<file path="config.mk">
export PLATFORM = sky130hd
export DESIGN_NAME = regfile_writeback_ctrl
export DESIGN_NICKNAME = d
export VERILOG_FILES = /design/src/rtl/regfile_writeback_ctrl.sv
export SDC_FILE = /design/constraint.sdc
export NUM_CORES = 1
export LEC_CHECK = 0
export CAP_MARGIN = 10
export CORE_MARGIN = 2
export CORE_UTILIZATION = 45
export CTS_BUF_LIST = sky130_fd_sc_hd__clkbuf_8 sky130_fd_sc_hd__clkbuf_16
export CTS_CLUSTER_SIZE = 24
export DETAILED_ROUTE_END_ITERATION = 6
export PLACE_DENSITY_LB_ADDON = 0.12
export SETUP_SLACK_MARGIN = 0.05
export SYNTH_ARGS = -nofsm -noshare
export SYNTH_HDL_FRONTEND = slang
export SYNTH_SLANG_ARGS = --single-unit
</file>
<file path="constraint.sdc">
create_clock -name clock -period 4.1 [get_ports clock]
set_input_delay 0.82 -clock clock [delete_from_list [all_inputs] [get_ports clock]]
set_output_delay 0.82 -clock clock [all_outputs]
set_load 0.01 [all_outputs]
</file>
<file path="src/rtl/regfile_writeback_ctrl.sv">
// Register file write-port arbiter: ALU results win, colliding load results wait in a
// small FIFO, and a per-register pending scoreboard tracks outstanding loads.
module regfile_writeback_ctrl #(
   parameter int DATA_WIDTH = 32,
   parameter int ADDR_WIDTH = 5,
   parameter int LQ_DEPTH   = 2
) (
   input  logic                         clock,
   input  logic                         reset,
   input  logic                         alu_valid,
   input  logic [ADDR_WIDTH-1:0]        alu_rd,
   input  logic [DATA_WIDTH-1:0]        alu_data,
   input  logic                         load_valid,
   output logic                         load_ready,
   input  logic [ADDR_WIDTH-1:0]        load_rd,
   input  logic [DATA_WIDTH-1:0]        load_data,
   input  logic                         issue_valid,
   input  logic [ADDR_WIDTH-1:0]        issue_rd,
   output logic                         regwrite,
   output logic [ADDR_WIDTH-1:0]        write_reg,
   output logic [DATA_WIDTH-1:0]        write_data,
   output logic [(2**ADDR_WIDTH)-1:0]   pending,
   output logic                         waw_error
);

   localparam int NREG = 2**ADDR_WIDTH;
   localparam int PW   = $clog2(LQ_DEPTH);
   localparam int CW   = $clog2(LQ_DEPTH + 1);
   localparam logic [CW-1:0] CNT_FULL = CW'(LQ_DEPTH);
   localparam logic [CW-1:0] CNT_ONE  = CW'(1);
   localparam logic [PW-1:0] PTR_ONE  = PW'(1);

   logic [ADDR_WIDTH-1:0] q_rd   [LQ_DEPTH];
   logic [DATA_WIDTH-1:0] q_data [LQ_DEPTH];
   logic [PW-1:0]         head;
   logic [PW-1:0]         tail;
   logic [CW-1:0]         count;

   logic                  load_acc;
   logic                  alu_sel;
   logic                  q_empty;
   logic                  pop;
   logic                  bypass;
   logic                  push;
   logic                  sel_we;
   logic [ADDR_WIDTH-1:0] sel_rd;
   logic [DATA_WIDTH-1:0] sel_data;
   logic                  clr_en;
   logic [ADDR_WIDTH-1:0] clr_rd;
   logic [NREG-1:0]       pend_nxt;

   assign load_ready = (count != CNT_FULL);
   assign load_acc   = load_valid && load_ready;
   assign alu_sel    = alu_valid && (alu_rd != '0);
   assign q_empty    = (count == '0);
   assign pop        = !alu_sel && !q_empty;
   assign bypass     = !alu_sel && q_empty && load_acc;
   assign push       = load_acc && !bypass;

   // Selection: ALU, then queue head, then bypass; x0 destinations never write
   always_comb begin
      sel_we   = 1'b0;
      sel_rd   = '0;
      sel_data = '0;
      clr_en   = 1'b0;
      clr_rd   = '0;
      if (alu_sel) begin
         sel_we   = 1'b1;
         sel_rd   = alu_rd;
         sel_data = alu_data;
      end else if (pop) begin
         sel_we   = (q_rd[head] != '0);
         sel_rd   = q_rd[head];
         sel_data = q_data[head];
         clr_en   = 1'b1;
         clr_rd   = q_rd[head];
      end else if (bypass) begin
         sel_we   = (load_rd != '0);
         sel_rd   = load_rd;
         sel_data = load_data;
         clr_en   = 1'b1;
         clr_rd   = load_rd;
      end

      // Issue is applied after the clear so a same-cycle re-issue keeps the bit set
      pend_nxt = pending;
      if (clr_en) pend_nxt[clr_rd] = 1'b0;
      if (issue_valid && (issue_rd != '0)) pend_nxt[issue_rd] = 1'b1;
   end

   always_ff @(posedge clock) begin
      if (!reset) begin
         regwrite   <= 1'b0;
         write_reg  <= '0;
         write_data <= '0;
         pending    <= '0;
         waw_error  <= 1'b0;
         count      <= '0;
         head       <= '0;
         tail       <= '0;
      end else begin
         regwrite   <= sel_we;
         write_reg  <= sel_rd;
         write_data <= sel_data;
         pending    <= pend_nxt;
         if (alu_sel && pending[alu_rd]) waw_error <= 1'b1;
         if (pop)  head <= head + PTR_ONE;
         if (push) tail <= tail + PTR_ONE;
         case ({push, pop})
            2'b10:   count <= count + CNT_ONE;
            2'b01:   count <= count - CNT_ONE;
            default: count <= count;
         endcase
      end
   end

   // Queue payload carries no reset; validity is owned by count/head/tail
   always_ff @(posedge clock) begin
      if (push) begin
         q_rd[tail]   <= load_rd;
         q_data[tail] <= load_data;
      end
   end

endmodule

</file>
==> flow_metrics.tcl <==
set metrics [dict create \
    slowest_delay_ns 0.65 \
    critPathKind "input port to register" \
    drt-initial-drc-count 412 \
    die_h_um 125 \
    via_per_inst 5.79 \
    cp-end-kind "register" \
    p_per_area_nw_per_um2 516 \
    netlist.area_leader.share_pct 33.7 \
    start_util_pct 45.8 \
    grt_pass1_wl_um 28000 \
    clockBufferDepth 2 \
    tightest_slew_ns 0.611 \
    irDropWorstVdd_mv 0.429 \
    cpMaxStageDelayCell "clkdlybuf4s50_1" \
    setup_tns_ns 0 \
    drc 0 \
    grt_use_met3_pct 5.78 \
    maxCapViolations 0 \
    setup_viol 0 \
    largest_reg_flops 64 \
    die_w_um 125 \
    grtUsageTotal_pct 22.3 \
    regMostFlops "q_data" \
    yosys.area_share.xor_xnor_pct 0.531 \
    timing.critical_path.from "alu_rd[0]" \
    drt_wl_total_um 17400 \
    synth.most_common_cell "dfxtp_1" \
    ys.flop_type "dfxtp_1" \
    hold_viol 0 \
    cts_resized 0 \
    yosys.area.top_type "edfxtp_1" \
    antenna_cells 0 \
    met2_usage_pct 36.3 \
    synth-edff-count 74 \
    ys_seq_area_share_pct 56.7 \
    slew_viol_final 0 \
    timing.rr.end "pending[13]" \
    hold_start "pending[0]" \
    synth_top_family_by_area "compound AO/OA/AOI/OAI gates" \
    yosys-top-cells-count "dfxtp_1 (76), edfxtp_1 (74), a21oi_1 (71)" \
    fmax_mhz 339 \
    slew_headroom_pct 59.0 \
    cts-root-buf "clkbuf_16" \
    hold-path-endpoint "pending[0]" \
    cts_sinks 150 \
    critPathLaunchType "input port" \
    worstPathRequired_ns 4.45 \
    synth.area.top_cells "edfxtp_1 (34%), dfxtp_1 (23%), mux2i_1 (7.0%)" \
    ys_seq_elements 150 \
    synthMuxAreaShare_pct 8.00 \
    syn_inst 593 \
    drt_pass1_iterations 5 \
    synth.distinct_cells 65 \
    wl_per_cell_um 18.7 \
    worstHoldPathType "register to register" \
    place_inst 900 \
    cts_setup_buffers 0 \
    synth_area_um2 6600 \
    die-area_um2 15700 \
    area_growth_pct 33.0 \
    grt.busiest_layer "met2" \
    reg2reg_slack_ns 1.79 \
    cp_cell_sequence "clkdlybuf4s50_1, nor4_4, a211oi_1, o21ai_2, ha_1, or3_1, a21oi_1" \
    avgSynthCellArea_um2 11.1 \
    htreeDepth 4 \
    hold_buffers 0 \
    synth_simple_gate_area_share_pct 11.0 \
    async_reset_ff_share_pct 0 \
    synth_fp_nets 678 \
    post-route-min-period_ns 2.95 \
    drive_above_1_share_pct 7.77 \
    synth-compound-area-share_pct 20.0 \
    final_nets 820 \
    antenna_found_initial 0 \
    grt_util_met1_pct 28.7 \
    grt_start_max_net_pins 51 \
    insertion_delay_ns 0.42 \
    worst_hold_path.num_cells 2 \
    cts_tree "built" \
    synth_warnings 0 \
    hpwl_um 11800 \
    fin_cells 930 \
    p_leak_uw 0.00292 \
    power_uw 4530 \
    io_pins 156 \
    rows 44 \
    gp_congestion 0.919 \
    cts_made_buffers 17 \
    via_count 5381 \
    synth-adder-area-share_pct 0.190 \
    cts.clk_slew.worst_paths_ns 0.06 \
    ff2ff_path_depth 6 \
    design_area_um2 8780 \
    status "completed" \
    grt-ovfl-total 0 \
    core-area_um2 14400 \
    rsz0062_at_grt "no" \
    antenna_left 0 \
    clock_skew_ns 0.00880 \
    crit_arrival_ns 3.29 \
    cp_max_fo 10 \
    dpl_cell_area_um2 8260 \
    min_period_over_period_pct 71.9 \
    reg_top3 "q_data (64), pending (32), write_data (32)" \
    portBuffers 155 \
    first_global_vias 5322 \
]
-- worst max-delay path by stage --
stage | depth (start not counted) | end
after floorplan | 5 | q_data[0][0]
after global placement | 7 | count[1]
after detailed placement | 7 | count[1]
after CTS | 7 | count[1]
after global routing | 7 | count[1]
final | 7 | count[1]
-- critical path, delay by kind of cell --
family,cells,cell delay (ns)
adder cells (fa/ha/maj),1,0.33
AO/OA/AOI/OAI,3,0.61
AND/OR/NAND/NOR,2,0.87
buffers and inverters,1,0.65
-- placed cells by master, fill, tap and decap left out, types with 10 or more instances in the layout --
cell / netlist / routed
dfxtp_1: 76 / 75
a211oi_1: 41 / 41
inv_1: 7 / 11
nand2_1: 25 / 25
clkbuf_16: 0 / 17
nor2_1: 51 / 49
buf_4: 6 / 10
clkdlybuf4s50_1: 0 / 154
mux2i_1: 46 / 46
o211ai_1: 25 / 25
a21oi_1: 71 / 71
o21ai_0: 23 / 23
edfxtp_1: 74 / 74
-- power breakdown --
part	switching, µW	total, µW	internal, µW
clock network	580	1390	813
logic	723	1270	544
registers	101	1870	1770
total	1400	4530	3130
-- cells by family (layout without fill, tap and decap cells) --
group,count (synthesis),count (layout)
DFF,150,150
xor gates and xnor gates,4,4
muxes,50,50
AOI/OAI and AO/OA,202,202
buffers and inverters,50,203
and+or+nand+nor,136,136
adders and majority gates,1,1
-- area by class of cell --
type | instances | area [µm²]
multi-input cells | 393 | 2630
inverters | 8 | 30.0
well taps | 184 | 230
clock inverters | 13 | 95.1
flip-flops and latches | 150 | 3740
clock buffers | 17 | 425
repair buffers | 165 | 1620
fillers | 1211 | 5640
-- routing by layer --
metal	part of all wire, %	up-vias
li1	-	2547
met1	43	2590
met2	49	217
met3	6.1	27
met4	1.8	0
met5	0	-
-- through the flow --
step           worst slack, ns  utilization (%)  hold slack (ns)
2_1_floorplan            0.603                -            0.464
6_report                  1.15             60.9            0.483
5_1_grt                   1.01             60.9            0.494
3_5_place_dp             0.763             57.3            0.467
3_3_place_gp             0.790             57.3            0.461
4_1_cts                   1.16             60.9            0.475
Power figures use the tool's default switching activity.
